==> src/rtl/ppu_mmio_regs_pkg.sv <==
// Shared definitions for the PPU MMIO register window and OAM DMA engine.
package ppu_pkg;

  localparam logic [15:0] ADDR_LCDC = 16'hFF40;
  localparam logic [15:0] ADDR_STAT = 16'hFF41;
  localparam logic [15:0] ADDR_SCY  = 16'hFF42;
  localparam logic [15:0] ADDR_SCX  = 16'hFF43;
  localparam logic [15:0] ADDR_LY   = 16'hFF44;
  localparam logic [15:0] ADDR_LYC  = 16'hFF45;
  localparam logic [15:0] ADDR_DMA  = 16'hFF46;
  localparam logic [15:0] ADDR_BGP  = 16'hFF47;
  localparam logic [15:0] ADDR_OBP0 = 16'hFF48;
  localparam logic [15:0] ADDR_OBP1 = 16'hFF49;
  localparam logic [15:0] ADDR_WY   = 16'hFF4A;
  localparam logic [15:0] ADDR_WX   = 16'hFF4B;

  localparam logic [7:0] RST_LCDC = 8'h91;
  localparam logic [7:0] RST_BGP  = 8'hFC;
  localparam logic [7:0] RST_REG  = 8'h00;
  localparam logic [7:0] RST_DOUT = 8'hFF;

  typedef enum logic [1:0] {
    HBLANK   = 2'd0,
    VBLANK   = 2'd1,
    OAM_SCAN = 2'd2,
    TRANSFER = 2'd3
  } ppu_mode_t;

  typedef enum logic [1:0] {
    DMA_IDLE  = 2'd0,
    DMA_READ  = 2'd1,
    DMA_WRITE = 2'd2
  } dma_state_t;

endpackage

==> src/rtl/ppu_mmio_regs_if.sv <==
// CPU-side MMIO bus into the PPU register window.
interface ppu_mmio_regs_if;
  logic [15:0] mmio_a;
  logic [7:0]  mmio_din;
  logic        mmio_wr;
  logic [7:0]  mmio_dout;

  modport master (output mmio_a, output mmio_din, output mmio_wr, input mmio_dout);
  modport slave  (input mmio_a, input mmio_din, input mmio_wr, output mmio_dout);
endinterface

==> src/rtl/ppu_mmio_regs_oam_dma.sv <==
// OAM DMA engine: copies DMA_LEN bytes from page<<8 into OAM, one byte
// every DMA_STRIDE clocks (one read clock, one write clock, then idle).
module ppu_oam_dma
  import ppu_pkg::*;
#(
  parameter int DMA_STRIDE = 4,
  parameter int DMA_LEN    = 160
) (
  input  logic        clk,
  input  logic        rst_n,
  input  logic        start,
  input  logic [7:0]  src_page,
  input  logic [7:0]  dma_src_din,
  output logic        dma_active,
  output logic [15:0] dma_src_a,
  output logic        dma_src_rd,
  output logic [7:0]  oam_dma_a,
  output logic [7:0]  oam_dma_din,
  output logic        oam_dma_wr
);

  localparam int SW = (DMA_STRIDE > 2) ? $clog2(DMA_STRIDE) : 1;
  localparam logic [SW-1:0] STRIDE_LAST = SW'(DMA_STRIDE - 1);
  localparam logic [7:0]    LEN_LAST    = 8'(DMA_LEN - 1);

  dma_state_t    state;
  logic [7:0]    base;
  logic [7:0]    idx;
  logic [7:0]    idx_next;
  logic [SW-1:0] stride;

  assign idx_next = idx + 8'd1;

  // Source data arrives the clock after the read strobe, so it is passed
  // straight through while the write strobe is up.
  assign oam_dma_din = oam_dma_wr ? dma_src_din : 8'h00;

  // DMA FSM; a start request always wins and restarts from byte 0.
  always_ff @(posedge clk or negedge rst_n) begin
    if (!rst_n) begin
      state      <= DMA_IDLE;
      base       <= 8'h00;
      idx        <= 8'h00;
      stride     <= '0;
      dma_active <= 1'b0;
      dma_src_a  <= 16'h0000;
      dma_src_rd <= 1'b0;
      oam_dma_a  <= 8'h00;
      oam_dma_wr <= 1'b0;
    end else if (start) begin
      state      <= DMA_READ;
      base       <= src_page;
      idx        <= 8'h00;
      stride     <= '0;
      dma_active <= 1'b1;
      dma_src_a  <= {src_page, 8'h00};
      dma_src_rd <= 1'b1;
      oam_dma_wr <= 1'b0;
    end else begin
      case (state)
        DMA_READ: begin
          state      <= DMA_WRITE;
          stride     <= SW'(1);
          dma_src_rd <= 1'b0;
          oam_dma_a  <= idx;
          oam_dma_wr <= 1'b1;
        end
        DMA_WRITE: begin
          oam_dma_wr <= 1'b0;
          if (stride == STRIDE_LAST) begin
            if (idx == LEN_LAST) begin
              state      <= DMA_IDLE;
              dma_active <= 1'b0;
            end else begin
              state      <= DMA_READ;
              idx        <= idx_next;
              stride     <= '0;
              dma_src_a  <= {base, idx_next};
              dma_src_rd <= 1'b1;
            end
          end else begin
            stride <= stride + SW'(1);
          end
        end
        default: begin
          dma_src_rd <= 1'b0;
          oam_dma_wr <= 1'b0;
        end
      endcase
    end
  end

endmodule

==> src/rtl/ppu_mmio_regs.sv <==
// PPU MMIO register window 0xFF40-0xFF4B: register file, read-back,
// STAT/VBlank interrupt generation and the OAM DMA trigger.
module ppu_mmio_regs
  import ppu_pkg::*;
#(
  parameter int DMA_STRIDE = 4,
  parameter int DMA_LEN    = 160
) (
  input  logic               clk,
  input  logic               rst_n,
  ppu_mmio_regs_if.slave     bus,
  input  logic [1:0]         ppu_mode,
  input  logic [7:0]         ppu_ly,
  output logic [7:0]         lcdc,
  output logic [7:0]         scy,
  output logic [7:0]         scx,
  output logic [7:0]         lyc,
  output logic [7:0]         bgp,
  output logic [7:0]         obp0,
  output logic [7:0]         obp1,
  output logic [7:0]         wy,
  output logic [7:0]         wx,
  output logic               irq_vblank,
  output logic               irq_stat,
  output logic               dma_active,
  output logic [15:0]        dma_src_a,
  output logic               dma_src_rd,
  input  logic [7:0]         dma_src_din,
  output logic [7:0]         oam_dma_a,
  output logic [7:0]         oam_dma_din,
  output logic               oam_dma_wr
);

  ppu_mode_t  mode;
  ppu_mode_t  mode_q;
  logic [3:0] stat_en;     // STAT bits 6:3
  logic [7:0] dma_reg;
  logic       coinc;
  logic       stat_line;
  logic       stat_line_q;
  logic       dma_start;
  logic [7:0] rd_data;

  assign mode      = ppu_mode_t'(ppu_mode);
  assign dma_start = bus.mmio_wr && (bus.mmio_a == ADDR_DMA);

  // The line uses the live LY/LYC compare so irq_stat lands one clock after
  // the cause, in step with the registered coincidence flag.
  assign stat_line = (stat_en[3] && (ppu_ly == lyc))
                   | (stat_en[2] && (mode == OAM_SCAN))
                   | (stat_en[1] && (mode == VBLANK))
                   | (stat_en[0] && (mode == HBLANK));

  // Register writes from the CPU; LY is read-only and unmapped addresses are ignored.
  always_ff @(posedge clk or negedge rst_n) begin
    if (!rst_n) begin
      lcdc    <= RST_LCDC;
      stat_en <= 4'h0;
      scy     <= RST_REG;
      scx     <= RST_REG;
      lyc     <= RST_REG;
      dma_reg <= RST_REG;
      bgp     <= RST_BGP;
      obp0    <= RST_REG;
      obp1    <= RST_REG;
      wy      <= RST_REG;
      wx      <= RST_REG;
    end else if (bus.mmio_wr) begin
      case (bus.mmio_a)
        ADDR_LCDC: lcdc    <= bus.mmio_din;
        ADDR_STAT: stat_en <= bus.mmio_din[6:3];
        ADDR_SCY:  scy     <= bus.mmio_din;
        ADDR_SCX:  scx     <= bus.mmio_din;
        ADDR_LYC:  lyc     <= bus.mmio_din;
        ADDR_DMA:  dma_reg <= bus.mmio_din;
        ADDR_BGP:  bgp     <= bus.mmio_din;
        ADDR_OBP0: obp0    <= bus.mmio_din;
        ADDR_OBP1: obp1    <= bus.mmio_din;
        ADDR_WY:   wy      <= bus.mmio_din;
        ADDR_WX:   wx      <= bus.mmio_din;
        default: ;
      endcase
    end
  end

  // Read mux over the current (pre-write) register contents.
  always_comb begin
    rd_data = RST_DOUT;
    case (bus.mmio_a)
      ADDR_LCDC: rd_data = lcdc;
      ADDR_STAT: rd_data = {1'b1, stat_en, coinc, ppu_mode};
      ADDR_SCY:  rd_data = scy;
      ADDR_SCX:  rd_data = scx;
      ADDR_LY:   rd_data = ppu_ly;
      ADDR_LYC:  rd_data = lyc;
      ADDR_DMA:  rd_data = dma_reg;
      ADDR_BGP:  rd_data = bgp;
      ADDR_OBP0: rd_data = obp0;
      ADDR_OBP1: rd_data = obp1;
      ADDR_WY:   rd_data = wy;
      ADDR_WX:   rd_data = wx;
      default: ;
    endcase
  end

  // One-clock registered read data.
  always_ff @(posedge clk or negedge rst_n) begin
    if (!rst_n) bus.mmio_dout <= RST_DOUT;
    else        bus.mmio_dout <= rd_data;
  end

  // Coincidence flag plus rising-edge detection for STAT and VBlank interrupts.
  always_ff @(posedge clk or negedge rst_n) begin
    if (!rst_n) begin
      coinc       <= 1'b0;
      stat_line_q <= 1'b0;
      irq_stat    <= 1'b0;
      mode_q      <= HBLANK;
      irq_vblank  <= 1'b0;
    end else begin
      coinc       <= (ppu_ly == lyc);
      stat_line_q <= stat_line;
      irq_stat    <= stat_line && !stat_line_q;
      mode_q      <= mode;
      irq_vblank  <= (mode == VBLANK) && (mode_q != VBLANK);
    end
  end

  ppu_oam_dma #(
    .DMA_STRIDE (DMA_STRIDE),
    .DMA_LEN    (DMA_LEN)
  ) u_dma (
    .clk         (clk),
    .rst_n       (rst_n),
    .start       (dma_start),
    .src_page    (bus.mmio_din),
    .dma_src_din (dma_src_din),
    .dma_active  (dma_active),
    .dma_src_a   (dma_src_a),
    .dma_src_rd  (dma_src_rd),
    .oam_dma_a   (oam_dma_a),
    .oam_dma_din (oam_dma_din),
    .oam_dma_wr  (oam_dma_wr)
  );

endmodule
==> src/flat_wrapper.sv <==
// flat-port wrapper written by rule: the top's interface ports become plain ports
module ppu_mmio_regs_flat import ppu_pkg::*;
#(
  parameter int DMA_STRIDE = 4,
  parameter int DMA_LEN    = 160
)
  (clk, rst_n, ppu_mode, ppu_ly, lcdc, scy, scx, lyc, bgp, obp0, obp1, wy, wx, irq_vblank, irq_stat, dma_active, dma_src_a, dma_src_rd, dma_src_din, oam_dma_a, oam_dma_din, oam_dma_wr, bus_mmio_a, bus_mmio_din, bus_mmio_wr, bus_mmio_dout);
  ppu_mmio_regs_if bus_i ();
  input  logic clk;
  input  logic rst_n;
  input  logic [1:0] ppu_mode;
  input  logic [7:0] ppu_ly;
  output logic [7:0] lcdc;
  output logic [7:0] scy;
  output logic [7:0] scx;
  output logic [7:0] lyc;
  output logic [7:0] bgp;
  output logic [7:0] obp0;
  output logic [7:0] obp1;
  output logic [7:0] wy;
  output logic [7:0] wx;
  output logic irq_vblank;
  output logic irq_stat;
  output logic dma_active;
  output logic [15:0] dma_src_a;
  output logic dma_src_rd;
  input  logic [7:0] dma_src_din;
  output logic [7:0] oam_dma_a;
  output logic [7:0] oam_dma_din;
  output logic oam_dma_wr;
  input wire logic [$bits(bus_i.mmio_a)-1:0] bus_mmio_a;
  input wire logic [$bits(bus_i.mmio_din)-1:0] bus_mmio_din;
  input wire logic [$bits(bus_i.mmio_wr)-1:0] bus_mmio_wr;
  output wire logic [$bits(bus_i.mmio_dout)-1:0] bus_mmio_dout;
  assign bus_i.mmio_a = bus_mmio_a;
  assign bus_i.mmio_din = bus_mmio_din;
  assign bus_i.mmio_wr = bus_mmio_wr;
  assign bus_mmio_dout = bus_i.mmio_dout;
  ppu_mmio_regs #(.DMA_STRIDE(DMA_STRIDE), .DMA_LEN(DMA_LEN)) u_core (.clk(clk), .rst_n(rst_n), .bus(bus_i), .ppu_mode(ppu_mode), .ppu_ly(ppu_ly), .lcdc(lcdc), .scy(scy), .scx(scx), .lyc(lyc), .bgp(bgp), .obp0(obp0), .obp1(obp1), .wy(wy), .wx(wx), .irq_vblank(irq_vblank), .irq_stat(irq_stat), .dma_active(dma_active), .dma_src_a(dma_src_a), .dma_src_rd(dma_src_rd), .dma_src_din(dma_src_din), .oam_dma_a(oam_dma_a), .oam_dma_din(oam_dma_din), .oam_dma_wr(oam_dma_wr));
endmodule
==> config.mk <==
export PLATFORM = sky130hd
export DESIGN_NAME = ppu_mmio_regs_flat
export DESIGN_NICKNAME = d
export VERILOG_FILES = /design/src/rtl/ppu_mmio_regs_pkg.sv /design/src/rtl/ppu_mmio_regs_if.sv /design/src/rtl/ppu_mmio_regs_oam_dma.sv /design/src/rtl/ppu_mmio_regs.sv /design/src/flat_wrapper.sv
export SDC_FILE = /design/constraint.sdc
export NUM_CORES = 1
export LEC_CHECK = 0
export BUFFER_PORTS_ARGS = -buffer_cell sky130_fd_sc_hd__buf_2
export CORE_MARGIN = 2
export CORE_UTILIZATION = 45
export DETAILED_ROUTE_END_ITERATION = 16
export GPL_TIMING_DRIVEN = 0
export PLACE_DENSITY_LB_ADDON = 0.05
export SYNTH_ARGS = -nofsm -noshare
export SYNTH_HDL_FRONTEND = slang
export SYNTH_SLANG_ARGS = --single-unit
export TNS_END_PERCENT = 10
==> constraint.sdc <==
create_clock -name clk -period 2.4 [get_ports clk]
set_input_delay 0.24 -clock clk [delete_from_list [all_inputs] [get_ports clk]]
set_output_delay 0.24 -clock clk [all_outputs]
set_load 0.03 [all_outputs]
; Yosys cells after proc, flatten, opt, wreduce, memory -nomap -nowiden
; Cells that the tools add are included.
[totals]
register_bits = 145
in_bits = 45
output_inout_bits = 117
elab_cells = 114
[op_classes]
add_sub_neg = 2
n_eq_ne = 24
muxes = 28
bitwise_logic = 4
n_reduce_logical = 30
[ops]
columns = op, n
row1 = "16-bit equality test, second input constant", 12
row2 = 8-bit case mux with 12 select lines, 1
row3 = 16-bit 2-to-1 mux, 4
row4 = 8-bit 2-to-1 mux, 5
row5 = 2-bit AND reduction, 15
row6 = 1-bit 2-to-1 mux, 11
row7 = 2-bit 2-to-1 mux, 5
row8 = "8-bit by 1-bit adder with 8-bit output, second input constant", 1
row9 = 8-bit equality test, 1
row10 = "8-bit equality test, second input constant", 1
row11 = 2-bit case mux with 2 select lines, 2
row12 = 1-bit logical AND, 7
row13 = "2-bit equality test, second input constant", 3
row14 = "3-bit by 2-bit inequality test with 1-bit output, second input constant", 2
row15 = 3-bit AND reduction, 2
row16 = 2-bit nonzero test, 3
row17 = "2-bit by 1-bit equality test with 1-bit output, second input constant", 2
row18 = "2-bit by 1-bit inequality test with 1-bit output, second input constant", 2
row19 = "4-bit by 3-bit inequality test with 1-bit output, second input constant", 1
row20 = 1-bit bitwise OR, 3
row21 = 3-bit nonzero test, 1
row22 = "2-bit by 1-bit adder with 2-bit output, second input constant", 1
row23 = 2-bit logical NOT, 1
row24 = 1-bit logical NOT, 1
row25 = 1-bit inverter, 1

; Logic depth before layout (Yosys ltp)
; Gate-level depths: netlist of the first run.
[depth]
word_depth = 6
ltp_mapped = 7

; By module
; A second synthesis of the first run with hierarchy kept.
[hier_totals]
hier_cells = 475
hier_area_um2 = 6451.2
[modules_own_cells]
columns = module, n_inst, cells_per_inst, area_per_inst_um2
row1 = ppu_mmio_regs, 1, 340, 4762.1
row2 = ppu_oam_dma, 1, 135, 1689.1

; Worst setup path after synthesis of the first run
; OpenSTA, ideal clock, no wires.
[synth_path]
kind = reg-to-reg
start = register u_core.u_dma.dma_src_a[0] (netlist name)
end = register u_core.u_dma.dma_src_a[8]
arrival_ns = 1.934
required_ns = 2.275
setup_slack_ns = 0.341
stages_incl_launch_ff = 7
path_cell_list = dfrtp_1 -> ha_1 -> and4bb_4 -> a21oi_2 -> buf_6 -> mux2_2 -> mux2_2
[synth_lines]
columns = item, line_no
row1 = "end signal, assigned", ppu_mmio_regs_oam_dma.sv:56  ; dma_src_a <= {src_page, 8'h00};
row2 = "end signal, assigned", ppu_mmio_regs_oam_dma.sv:78  ; dma_src_a <= {base, idx_next};
row3 = "end, declared", ppu_mmio_regs_oam_dma.sv:15  ; output logic [15:0] dma_src_a,

; Worst setup path after layout of the first run
[layout_path]
start = register u_core.u_dma.state[0]
end = register u_core.u_dma.dma_src_a[14]
[layout_via]
elab_chain_len = 3
[layout_lines]
columns = item, line_no
row1 = "start, declared", ppu_mmio_regs_oam_dma.sv:26  ; dma_state_t state;
row2 = "start signal, assigned", ppu_mmio_regs_oam_dma.sv:41  ; state <= DMA_IDLE;
row3 = "start signal, assigned", ppu_mmio_regs_oam_dma.sv:51  ; state <= DMA_READ;
row4 = "start signal, assigned", ppu_mmio_regs_oam_dma.sv:62  ; state <= DMA_WRITE;
row5 = 2-bit equality test, ppu_mmio_regs_oam_dma.sv:60  ; case (state)
row6 = 2-bit nonzero test (no line), --
row7 = 3-bit AND reduction (no line), --
; Every way passes these cells.
; A chain may end at the register's enable or synchronous reset.

==> impl_summary.txt, run 1 <==
----------------------------------------------------
[Run status]
  Result of the run ... complete, no violations

[Timing]
  Final worst path period need ... 2.08 ns
  Total negative slack for setup checks ... 0 ns
  Final-report hold violation count ... 0
  Setup Viol. Count Final ... 0
  Tcrit/Tclk final ... 0.867
  Transition time at the pin with the least slew margin ... approximately 0.64 ns
  Clock tree skew after final layout ... around 0.0064 ns
  Final max-slew violation count ... 0
  Worst slew margin ... 0.573
  Maximum clock frequency ... between 400 and 500 MHz
  RSZ-0062 raised after global routing ... no

[Die]
  Die H ... 125 µm
  Core area ... 0.0144 mm²
  # IOs ... 162
  Floorplan die area ... 0.0155 mm²
  Starting density of the core ... 0.455
  Die boundary width ... 125 µm
  Row count ... 44

[Critical path]
  Critical register-to-register path endpoint ... u_core.u_dma.dma_src_a[14]$_DFFE_PN0P_
  Startpoint class of the critical path ... flop
  Crit-path max cell delay ... about 0.4 ns
  R2r setup slk ... 0.32 ns
  Slowest cell on the critical path ... sky130_fd_sc_hd__dfrtp_1
  Required arrival time at the worst endpoint ... 2.70 ns
  Type of element capturing the critical path ... flop
  Crit Path Category ... flop to flop
  Worst-path fanout max ... 10
  Data arrival time of the critical path ... around 2.4 ns
  CP Cell Sequence ... inv_1, ha_1, nand2_1, a21oi_2, buf_6, mux2_2, mux2_4
  Beginning of the worst register-to-register path ... u_core.u_dma.state[0]$_DFFE_PN0P_
  Worst reg2reg path depth ... 7

[Final layout]
  Design Area, Final ... 0.00829 mm²
  Largest reg by FF count ... u_core.u_dma.dma_src_a
  Count of non-filler cells in the finished layout ... 871
  Number of filler instances in the final layout ... 1218
  Area growth, synth to finish ... 26.7%
  Number of nets in the layout ... 723
  Largest register FFs ... 16
  Proportion of layout cells with a drive suffix above 1 ... 0.541
  Leading cell type in the layout, fill and taps excluded ... sky130_fd_sc_hd__buf_2
  Number of antenna repair diodes ... 0
  Highest-count cells in the layout ignoring fill and taps ... sky130_fd_sc_hd__buf_2, sky130_fd_sc_hd__dfrtp_1, sky130_fd_sc_hd__mux2_2, sky130_fd_sc_hd__clkbuf_16, sky130_fd_sc_hd__dfstp_2
  Final Core Density ... 0.577

[Global routing]
  Largest net degree at the start of global routing ... 67
  GR peak layer ... met2
  Met1 GRT Util ... 0.327
  Remaining global-route overflow ... 0
  Vias in the first global route ... 4837
  Initial antenna violation count ... 0
  Met3 Resource Use GR ... 0.0520
  Global-route usage over all layers ... 0.244
  Routing usage on met2 ... 0.394
  Wire length of the first global-routing pass ... 28700 µm

[Placement]
  Number of buffer cells added on primary ports ... 159
  Final weighted congestion of routability-driven global placement ... 0.852
  Placed cell count ... approximately 840
  Placed standard-cell area ... roughly 0.0076 mm²
  Post-detailed-placement half-perimeter wirelength ... 13500 µm

[Synth]
  Post-synth EDFFs ... 0
  Post-synthesis cell type count ... between 60 and 70
  Synthesis warning total ... 0
  Top FF cell, synth ... sky130_fd_sc_hd__dfrtp_1
  Async set or reset register ratio after synthesis ... 1.00
  Synthesized net count ... 542
  Flip-flop and latch count after synthesis ... 129
  Post-Synthesis Cells ... 493
  Mapped Avg Cell Area ... 13.3 µm²
  Post-synthesis cell area ... 0.00654 mm²
  Fraction of the yosys area taken by sequential cells ... 0.497

[Hold path]
  Hold/Removal Path Class ... primary input to flop
  Endpoint of the worst hold-timing path ... u_core.mode_q[1]$_DFF_PN0_
  Launch point of the worst hold path ... ppu_mode[1]
  Number of cells traversed by the worst hold path ... 1

[Power and ir drop]
  Cell Int Power ... approximately 4700 µW
  Worst IR drop on VDD ... ~0.00048 V
  Combinational share of power ... 0.172
  Sw Ratio ... 0.269
  Sequential fraction of design power ... 0.372
  Leakage power figure ... 0.00429 µW
  Post-layout total power ... ~6400 µW
  P_sw ... 1730 µW
  Clock network fraction of total power ... 0.456
  Power density over the cells ... between 700 and 800 mW/mm²

[Clock tree]
  Buffers inserted by post-CTS timing repair ... 0
  H-tree lvl count ... 4
  Max Root-Sink Buffers ... 2
  Num CTS Buffers ... 17
  Clock input transition at the sequential cells of the worst setup and hold paths ... ~0.06 ns
  Sink Count ... 129
  Clock Root Buffer ... sky130_fd_sc_hd__clkbuf_16
  Cts repair resizes ... 0
  Clock tree from TritonCTS ... done
  CTS Hold Bufs ... 1
  Clock latency at the later pin of the worst-skew pair ... 0.42 ns

[Routing]
  WL/cell ... 21.5 µm
  Via density per instance ... 5.65
  Total iterations of the first detailed-routing run ... 4
  Number of routed nets with antenna violations ... 0
  Number of design-rule violations left by the first detailed-router iteration ... 261
  Via count ... 4922
  DRC errors left ... 0
  Final wirelength ... 18800 µm

[Job]
  Count of max-cap constraint violations ... 0

----------------------------------------------------
worst max-delay path: cells and delay by family, from the launching register on:
family	cells	cell delay (ns)
AOI/OAI and AO/OA	1	0.20
adders and majority gates	1	0.30
buffers and inverters	2	0.25
DFF	1	0.40
muxes	2	0.60
and+or+nand+nor	1	0.21
cells in the mapped netlist, types with 5 or more instances:
cell type | n | area [µm²]
sky130_fd_sc_hd__xor2_1 | 11 | 96.3
sky130_fd_sc_hd__mux2_4 | 14 | 210
sky130_fd_sc_hd__nand2_1 | 9 | 33.8
sky130_fd_sc_hd__a21oi_1 | 10 | 50.1
sky130_fd_sc_hd__nor2_1 | 10 | 37.5
sky130_fd_sc_hd__clkbuf_1 | 10 | 37.5
sky130_fd_sc_hd__inv_1 | 8 | 30.0
sky130_fd_sc_hd__a221o_1 | 5 | 50.1
sky130_fd_sc_hd__and3_1 | 5 | 31.3
sky130_fd_sc_hd__nand4_4 | 6 | 128
sky130_fd_sc_hd__buf_6 | 8 | 90.1
sky130_fd_sc_hd__nor2b_1 | 7 | 43.8
sky130_fd_sc_hd__dfrtp_1 | 112 | 2800
sky130_fd_sc_hd__buf_2 | 14 | 70.1
sky130_fd_sc_hd__nand3_1 | 5 | 25.0
sky130_fd_sc_hd__a22o_1 | 8 | 70.1
sky130_fd_sc_hd__o21ai_0 | 6 | 30.0
sky130_fd_sc_hd__dfstp_2 | 17 | 447
sky130_fd_sc_hd__mux2_2 | 104 | 1170
sky130_fd_sc_hd__a31oi_1 | 8 | 50.1
sky130_fd_sc_hd__nand4_1 | 6 | 37.5
sky130_fd_sc_hd__mux2i_1 | 8 | 80.1
sky130_fd_sc_hd__o211ai_1 | 5 | 37.5
sky130_fd_sc_hd__and2_1 | 12 | 75.1
metal layers:
metal,wire [µm],up-vias
met5,0,-
met4,298,0
met3,1040,24
met2,9040,182
met1,8390,2495
li1,-,2221
how the worst max path moves through the flow:
| stage | startpoint | endpoint | depth (start not counted) |
|---|---|---|---|
| detailed placement | u_core.u_dma.dma_src_a[0]$_DFFE_PN0P_ | u_core.u_dma.dma_src_a[14]$_DFFE_PN0P_ | 6 |
| floorplan | u_core.u_dma.dma_src_a[0]$_DFFE_PN0P_ | u_core.u_dma.dma_src_a[8]$_DFFE_PN0P_ | 6 |
| finish | u_core.u_dma.state[0]$_DFFE_PN0P_ | u_core.u_dma.dma_src_a[14]$_DFFE_PN0P_ | 7 |
| global route | u_core.u_dma.state[0]$_DFFE_PN0P_ | u_core.u_dma.dma_src_a[12]$_DFFE_PN0P_ | 7 |
| global placement | rst_n | u_core.obp0[7]$_DFFE_PN0P_ | 1 |
| CTS | u_core.u_dma.dma_src_a[0]$_DFFE_PN0P_ | u_core.u_dma.dma_src_a[12]$_DFFE_PN0P_ | 6 |
per-stage QoR:
stage                     worst slack, ns  hold slack [ns]
after floorplan                     0.341          -0.0556
after global placement             -0.609            0.400
after detailed placement            0.332            0.285
after CTS                           0.319         0.000338
after global routing                0.196          0.00757
final                               0.320           0.0199
cell families after synthesis:
family / after synthesis / synth area share
AND/OR/NAND/NOR: 99 / 0.117
adder cells (fa/ha/maj): 4 / 0.00765
flip-flops: 129 / 0.497
XOR/XNOR: 15 / 0.0201
AO/OA/AOI/OAI: 71 / 0.0820
multiplexers: 130 / 0.237
buffers and inverters: 45 / 0.0394
area by class of cell:
class / count / area [µm²] / area share
clock buffer: 21 / 460 / 0.0555
buffer: 37 / 228 / 0.0275
sequential: 129 / 3250 / 0.392
tap: 184 / 230 / 0.0278
timing repair buffer: 162 / 850 / 0.102
multi-input combinational: 319 / 3040 / 0.366
clock inverter: 11 / 208 / 0.0250
inverter: 8 / 30.0 / 0.00362
power by group through the flow:
stage | sequential [µW] | clock [µW] | combinational [µW]
2_1_floorplan | 2580 | 0 | 605
3_3_place_gp | 2430 | 0 | 1080
3_5_place_dp | 2440 | 0 | 1100
4_1_cts | 2400 | 2980 | 1110
5_1_grt | 2420 | 3080 | 1200
6_report | 2400 | 2940 | 1110
Power figures use the tool's default switching activity.
==> run 2: changes to the inputs <==
REMOVE_ABC_BUFFERS = 1   (was not set)
==> run 2 against run 1 <==
Effect of this change:
- non-clock buffer count is 36 lower
- combinational power is 6% lower
- total power decreased by 11%
- worst setup slack got worse by 0.24 ns
- core utilization decreased by 2.5 points
- clock skew up 0.0010 ns
- worst hold slack worse by 0.0081 ns
- highest routed layer unchanged
==> impl_summary.txt, run 2 (same netlist as run 1, synthesis figures left out) <==
----------------------------------------------------
[Die]
  Row count ... 44
  Die boundary width ... 125 µm
  # IOs ... 162
  Floorplan die area ... 0.0155 mm²
  Starting density of the core ... 0.455
  Die H ... between 100 and 150 µm
  Core area ... 0.0144 mm²

[Global routing]
  Largest net degree at the start of global routing ... 93
  Vias in the first global route ... between 4000 and 5000
  Initial antenna violation count ... 0
  Remaining global-route overflow ... 0
  Global-route usage over all layers ... 0.232
  Wire length of the first global-routing pass ... ~28000 µm

[Routing]
  WL/cell ... approximately 21 µm
  Number of design-rule violations left by the first detailed-router iteration ... ~290
  DRC errors left ... 0
  Final wirelength ... 17600 µm
  Number of routed nets with antenna violations ... 0
  Total iterations of the first detailed-routing run ... 5
  Via density per instance ... ~5.7
  Via count ... 4725

[Power and ir drop]
  Combinational share of power ... 0.182
  Leakage power figure ... 0.00410 µW
  Clock network fraction of total power ... 0.397
  Worst IR drop on VDD ... 0.000471 V
  P_sw ... 1680 µW
  Power density over the cells ... between 700 and 800 mW/mm²
  Cell Int Power ... just over 4000 µW
  Sw Ratio ... 0.292
  Sequential fraction of design power ... 0.422

[Final layout]
  Proportion of layout cells with a drive suffix above 1 ... 0.537
  Multi-input gate area ... 0.00306 mm²
  Highest-count cells in the layout ignoring fill and taps ... sky130_fd_sc_hd__buf_2, sky130_fd_sc_hd__dfrtp_1, sky130_fd_sc_hd__mux2_2, sky130_fd_sc_hd__clkbuf_16, sky130_fd_sc_hd__dfstp_2
  Largest reg by FF count ... u_core.u_dma.dma_src_a
  Largest register FFs ... 16
  Number of antenna repair diodes ... 0
  Number of nets in the layout ... 687
  Leading cell type in the layout, fill and taps excluded ... sky130_fd_sc_hd__buf_2
  Final Core Density ... 0.552
  Number of filler instances in the final layout ... between 1000 and 1500
  Area growth, synth to finish ... 21.2%
  Area occupied by registers ... 0.00325 mm²

[Timing]
  Tcrit/Tclk final ... 0.967
  Transition time at the pin with the least slew margin ... 0.968 ns
  RSZ-0062 raised after global routing ... no
  Worst slew margin ... 0.353
  Final max-slew violation count ... 0
  Maximum clock frequency ... 431 MHz
  Final-report hold violation count ... 0
  Worst hold slack after final layout ... 0.0118 ns
  Setup Viol. Count Final ... 0
  Final worst path period need ... approximately 2.3 ns
  Clock tree skew after final layout ... 0.00745 ns

[Critical path]
  Type of element capturing the critical path ... flop
  CP bufs+invs ... 1
  Slowest cell on the critical path ... sky130_fd_sc_hd__and4_1
  CP Cell Sequence ... buf_2, nor2b_4, and4_1, mux2_2
  Crit Path Category ... primary input to flop
  Startpoint class of the critical path ... primary input
  Family of cells with the greatest summed delay on the critical path ... simple AND/OR/NAND/NOR gates
  Required arrival time at the worst endpoint ... ~2.7 ns
  Worst-path fanout max ... 34
  Crit-path max cell delay ... 0.69 ns
  Data arrival time of the critical path ... 2.62 ns

[Placement]
  Number of buffer cells added on primary ports ... roughly 160
  Final weighted congestion of routability-driven global placement ... 0.841
  Post-detailed-placement half-perimeter wirelength ... roughly 12000 µm

[Run status]
  Result of the run ... complete, no violations

[Clock tree]
  Clock Root Buffer ... sky130_fd_sc_hd__clkbuf_16
  Num CTS Buffers ... 17
  Clock tree from TritonCTS ... done
  Clock input transition at the sequential cells of the worst setup and hold paths ... 0.05 ns
  Sink Count ... 129
  Max Root-Sink Buffers ... 2
  Buffers inserted by post-CTS timing repair ... 0
  Clock latency at the later pin of the worst-skew pair ... between 0.4 and 0.5 ns
  H-tree lvl count ... 4

[Hold path]
  Hold/Removal Path Class ... primary input to flop

[Job]
  Count of max-cap constraint violations ... 0

----------------------------------------------------
-- run 2: worst paths after layout --
path                                                        from                                      to  slack, ns  cells past startpoint
hold reg to reg                     u_core.stat_line_q$_DFF_PN0_               u_core.irq_stat$_DFF_PN0_       0.40                      1
min in group asynchronous                                  rst_n             u_core.irq_vblank$_DFF_PN0_       0.29                      2
setup / recovery                                   bus_mmio_a[1]                u_core.wy[7]$_DFFE_PN0P_       0.08                      4
setup reg to reg           u_core.u_dma.dma_src_a[0]$_DFFE_PN0P_  u_core.u_dma.dma_src_a[14]$_DFFE_PN0P_       0.15                      5
hold / removal                                       ppu_mode[1]              u_core.mode_q[1]$_DFF_PN0_       0.01                      1
max in group asynchronous                                  rst_n               u_core.bgp[7]$_DFFE_PN1P_       1.31                      3
-- run 2: timing repair --
| action | CTS | global route |
|---|---|---|
| pin swaps | 0 | 0 |
| gates resized for setup | 4 | 1 |
| hold endpoints to repair | 29 | 0 |
| setup endpoints to repair | 55 | 5 |
| hold buffers | 1 | 0 |
| cloned | 0 | 0 |
-- run 2: layer usage --
metal  share of wire  vias to the layer above  GRT usage
met5               0                        -          0
met4           0.015                        0     0.0747
met3           0.066                       22     0.0640
met2            0.47                      171      0.361
met1            0.45                     2386      0.317
li1                -                     2146          -
-- run 2: final cells by class --
cell class / instances / share of cell area
tap: 184 / 0.0290
clock buffer: 24 / 0.0607
timing repair buffer: 163 / 0.107
multi-input combinational: 319 / 0.385
clock inverter: 7 / 0.00442
sequential: 129 / 0.410
inverter: 8 / 0.00379
-- run 2: per-stage QoR --
| stage | worst slack [ns] | area, µm² | power, µW | setup TNS (ns) | std cells |
|---|---|---|---|---|---|
| 2_1_floorplan | 0.141 | 6320 | 3100 | 0 | 456 |
| 3_3_place_gp | -1.20 | 7350 | 3460 | -123.21 | 801 |
| 3_5_place_dp | -1.24 | 7390 | 3490 | -54.60 | 802 |
| 4_1_cts | 0.106 | 7930 | 5790 | 0 | 834 |
| 5_1_grt | 0.0256 | 7930 | 6010 | 0 | 834 |
| 6_report | 0.0803 | 7930 | 5740 | 0 | 834 |
-- run 2: power by group through the flow --
stage | sequential, µW | clock (µW) | combinational [µW]
4_1_cts | 2420 | 2320 | 1050
3_3_place_gp | 2450 | 0 | 1020
2_1_floorplan | 2590 | 0 | 511
3_5_place_dp | 2450 | 0 | 1040
5_1_grt | 2440 | 2420 | 1140
6_report | 2420 | 2280 | 1040
==> run 3: changes to the inputs <==
GPL_TIMING_DRIVEN = not set   (was 0)
==> run 3 against run 2 <==
Effect of this change:
- sequential cell count did not move
- worst hold slack improved by 0.019 ns
- clock power rose by 9.6%
- count of clock-buffer cells in the layout rose by 4
- worst setup slack improved by 0.28 ns
- non-clock buffer count rose by 23
- register-to-register slack improved by 0.21 ns
- critical path depth rose by 2
- cell count rose by 2.9%
- total power rose by 4.3%
- via count rose by 3.0%
- critical endpoint is now u_core.u_dma.dma_src_a[15]$_DFFE_PN0P_
- highest routed layer unchanged
==> impl_summary.txt, run 3 (same netlist as run 1, synthesis figures left out) <==
----------------------------------------------------
[Timing]
  Tcrit/Tclk final ... 0.848
  Worst hold slack after final layout ... 0.0308 ns
  Transition time at the pin with the least slew margin ... 0.484 ns
  Clock tree skew after final layout ... 0.0112 ns
  RSZ-0062 raised after global routing ... no
  Maximum clock frequency ... 491 MHz
  Final worst path period need ... 2.04 ns
  Final max-slew violation count ... 0
  Worst slew margin ... 0.675
  Final-report hold violation count ... 0
  Setup Viol. Count Final ... 0
  Total negative slack for setup checks ... 0 ns

[Clock tree]
  Max Root-Sink Buffers ... 2
  Buffers inserted by post-CTS timing repair ... 0
  Clock Root Buffer ... sky130_fd_sc_hd__clkbuf_16
  Clock tree from TritonCTS ... done
  Sink Count ... 129
  Clock latency at the later pin of the worst-skew pair ... 0.43 ns
  H-tree lvl count ... 4
  Num CTS Buffers ... 17
  Cts repair resizes ... 0
  Clock input transition at the sequential cells of the worst setup and hold paths ... roughly 0.06 ns

[Final layout]
  Number of nets in the layout ... 710
  Number of antenna repair diodes ... 0
  Largest register FFs ... 16
  Leading cell type in the layout, fill and taps excluded ... sky130_fd_sc_hd__buf_2
  Multi-input gate area ... slightly above 0.003 mm²
  Proportion of layout cells with a drive suffix above 1 ... 0.546
  Design Area, Final ... roughly 0.008 mm²
  Area growth, synth to finish ... 24.7%
  Number of filler instances in the final layout ... ~1200
  Area occupied by registers ... approximately 0.0032 mm²
  Highest-count cells in the layout ignoring fill and taps ... sky130_fd_sc_hd__buf_2, sky130_fd_sc_hd__dfrtp_1, sky130_fd_sc_hd__mux2_2, sky130_fd_sc_hd__buf_4
  Largest reg by FF count ... u_core.u_dma.dma_src_a

[Power and ir drop]
  Leakage power figure ... 0.00422 µW
  Power density over the cells ... 734 mW/mm²
  Worst IR drop on VDD ... about 0.00043 V

[Die]
  Core area ... approximately 0.014 mm²
  Die boundary width ... between 100 and 150 µm
  Floorplan die area ... 0.0155 mm²
  # IOs ... 162
  Starting density of the core ... 0.455
  Row count ... 44
  Die H ... about 120 µm

[Critical path]
  Most used cell along the critical path ... sky130_fd_sc_hd__mux2_2
  Beginning of the worst register-to-register path ... u_core.u_dma.dma_src_a[0]$_DFFE_PN0P_
  Crit Path Category ... flop to flop
  R2r setup slk ... roughly 0.36 ns
  Startpoint class of the critical path ... flop
  Worst reg2reg path depth ... 6
  CP Cell Sequence ... ha_1, and4bb_4, a21oi_2, buf_4, mux2_2, mux2_2
  Crit-path max cell delay ... 0.43 ns
  Type of element capturing the critical path ... flop
  Critical register-to-register path endpoint ... u_core.u_dma.dma_src_a[15]$_DFFE_PN0P_
  Required arrival time at the worst endpoint ... approximately 2.7 ns
  Worst-path fanout max ... 11
  Data arrival time of the critical path ... 2.33 ns
  Slowest cell on the critical path ... sky130_fd_sc_hd__dfrtp_1

[Routing]
  Via count ... 4866
  WL/cell ... 21.7 µm
  Number of design-rule violations left by the first detailed-router iteration ... 281
  DRC errors left ... 0
  Number of routed nets with antenna violations ... 0
  Total iterations of the first detailed-routing run ... 5
  Final wirelength ... 18600 µm
  Via density per instance ... 5.67

[Placement]
  Placed standard-cell area ... 0.00756 mm²
  Post-detailed-placement half-perimeter wirelength ... 13300 µm
  Final weighted congestion of routability-driven global placement ... roughly 0.88
  Number of buffer cells added on primary ports ... between 150 and 200

[Global routing]
  Vias in the first global route ... 4985
  Global-route usage over all layers ... 0.243
  Largest net degree at the start of global routing ... 55
  Wire length of the first global-routing pass ... between 20000 and 30000 µm
  Remaining global-route overflow ... 0
  Initial antenna violation count ... 0

[Hold path]
  Number of cells traversed by the worst hold path ... 1
  Launch point of the worst hold path ... ppu_mode[0]
  Endpoint of the worst hold-timing path ... u_core.mode_q[0]$_DFF_PN0_
  Hold/Removal Path Class ... primary input to flop

[Run status]
  Result of the run ... complete, no violations

[Job]
  Count of max-cap constraint violations ... 0

----------------------------------------------------
-- run 3: cell count changes in the layout (fill, tap and decap cells not counted), moves of 3 or more --
cell                       before  now
sky130_fd_sc_hd__buf_12         0    3
sky130_fd_sc_hd__buf_4          0   21
sky130_fd_sc_hd__clkinv_2       7    2
sky130_fd_sc_hd__clkbuf_8       3    6
-- run 3: worst max-delay path by stage --
stage	from	to	slack, ns	cells after the start
finish	u_core.u_dma.dma_src_a[0]$_DFFE_PN0P_	u_core.u_dma.dma_src_a[15]$_DFFE_PN0P_	0.36	6
global route	u_core.u_dma.state[0]$_DFFE_PN0P_	u_core.u_dma.dma_src_a[15]$_DFFE_PN0P_	0.26	7
CTS	u_core.u_dma.dma_src_a[0]$_DFFE_PN0P_	u_core.u_dma.dma_src_a[15]$_DFFE_PN0P_	0.36	6
detailed placement	bus_mmio_a[4]	u_core.wy[0]$_DFFE_PN0P_	0.36	6
global placement	bus_mmio_a[4]	u_core.wy[7]$_DFFE_PN0P_	0.40	6
floorplan	bus_mmio_a[4]	u_core.u_dma.base[0]$_DFFE_PN0P_	0.14	4
-- run 3: layout make-up --
type	count	area share
Multi-Input combinational cell	319	0.372
Clock inverter	4	0.00583
Clock buffer	28	0.0646
Timing Repair Buffer	186	0.127
Tap cell	184	0.0282
Sequential cell	129	0.398
Inverter	8	0.00368
-- run 3: power by group --
part / total, µW / switching [µW] / internal, µW / leakage (µW)
logic: 1070 / 659 / 415 / 0.00223
clock network: 2500 / 910 / 1590 / 0.000281
registers: 2410 / 120 / 2290 / 0.00171
total: 5990 / 1690 / 4300 / 0.00422
-- run 3: critical path, delay by kind of cell, from the launching register on --
family	cells	cell delay [ns]
multiplexers	2	0.61
flip-flops	1	0.43
AND/OR/NAND/NOR	1	0.25
buffers and inverters	1	0.23
adder cells (fa/ha/maj)	1	0.28
AO/OA/AOI/OAI	1	0.11
-- run 3: repair_timing --
action,in CTS,in global routing
hold buffers,2,0
setup endpoints to repair,0,0
hold endpoints to repair,24,0
-- run 3: metrics by stage --
| stage | power (µW) | util | setup WS [ns] | instances |
|---|---|---|---|---|
| finish | 5990 | 0.568 | 0.365 | 858 |
| global route | 6240 | 0.568 | 0.259 | 858 |
| CTS | 6040 | 0.568 | 0.359 | 858 |
| detailed placement | 3530 | 0.526 | 0.356 | 824 |
| global placement | 3500 | 0.526 | 0.399 | 824 |
| floorplan | 3100 | - | 0.141 | 456 |
-- run 3: routing by layer --
layer | GRT usage | wire [µm] | up-vias
met3 | 0.0588 | 1020 | 20
met2 | 0.382 | 8810 | 159
li1 | - | - | 2182
met1 | 0.338 | 8550 | 2505
met4 | 0.0681 | 220 | 0
met5 | 0 | 0 | -
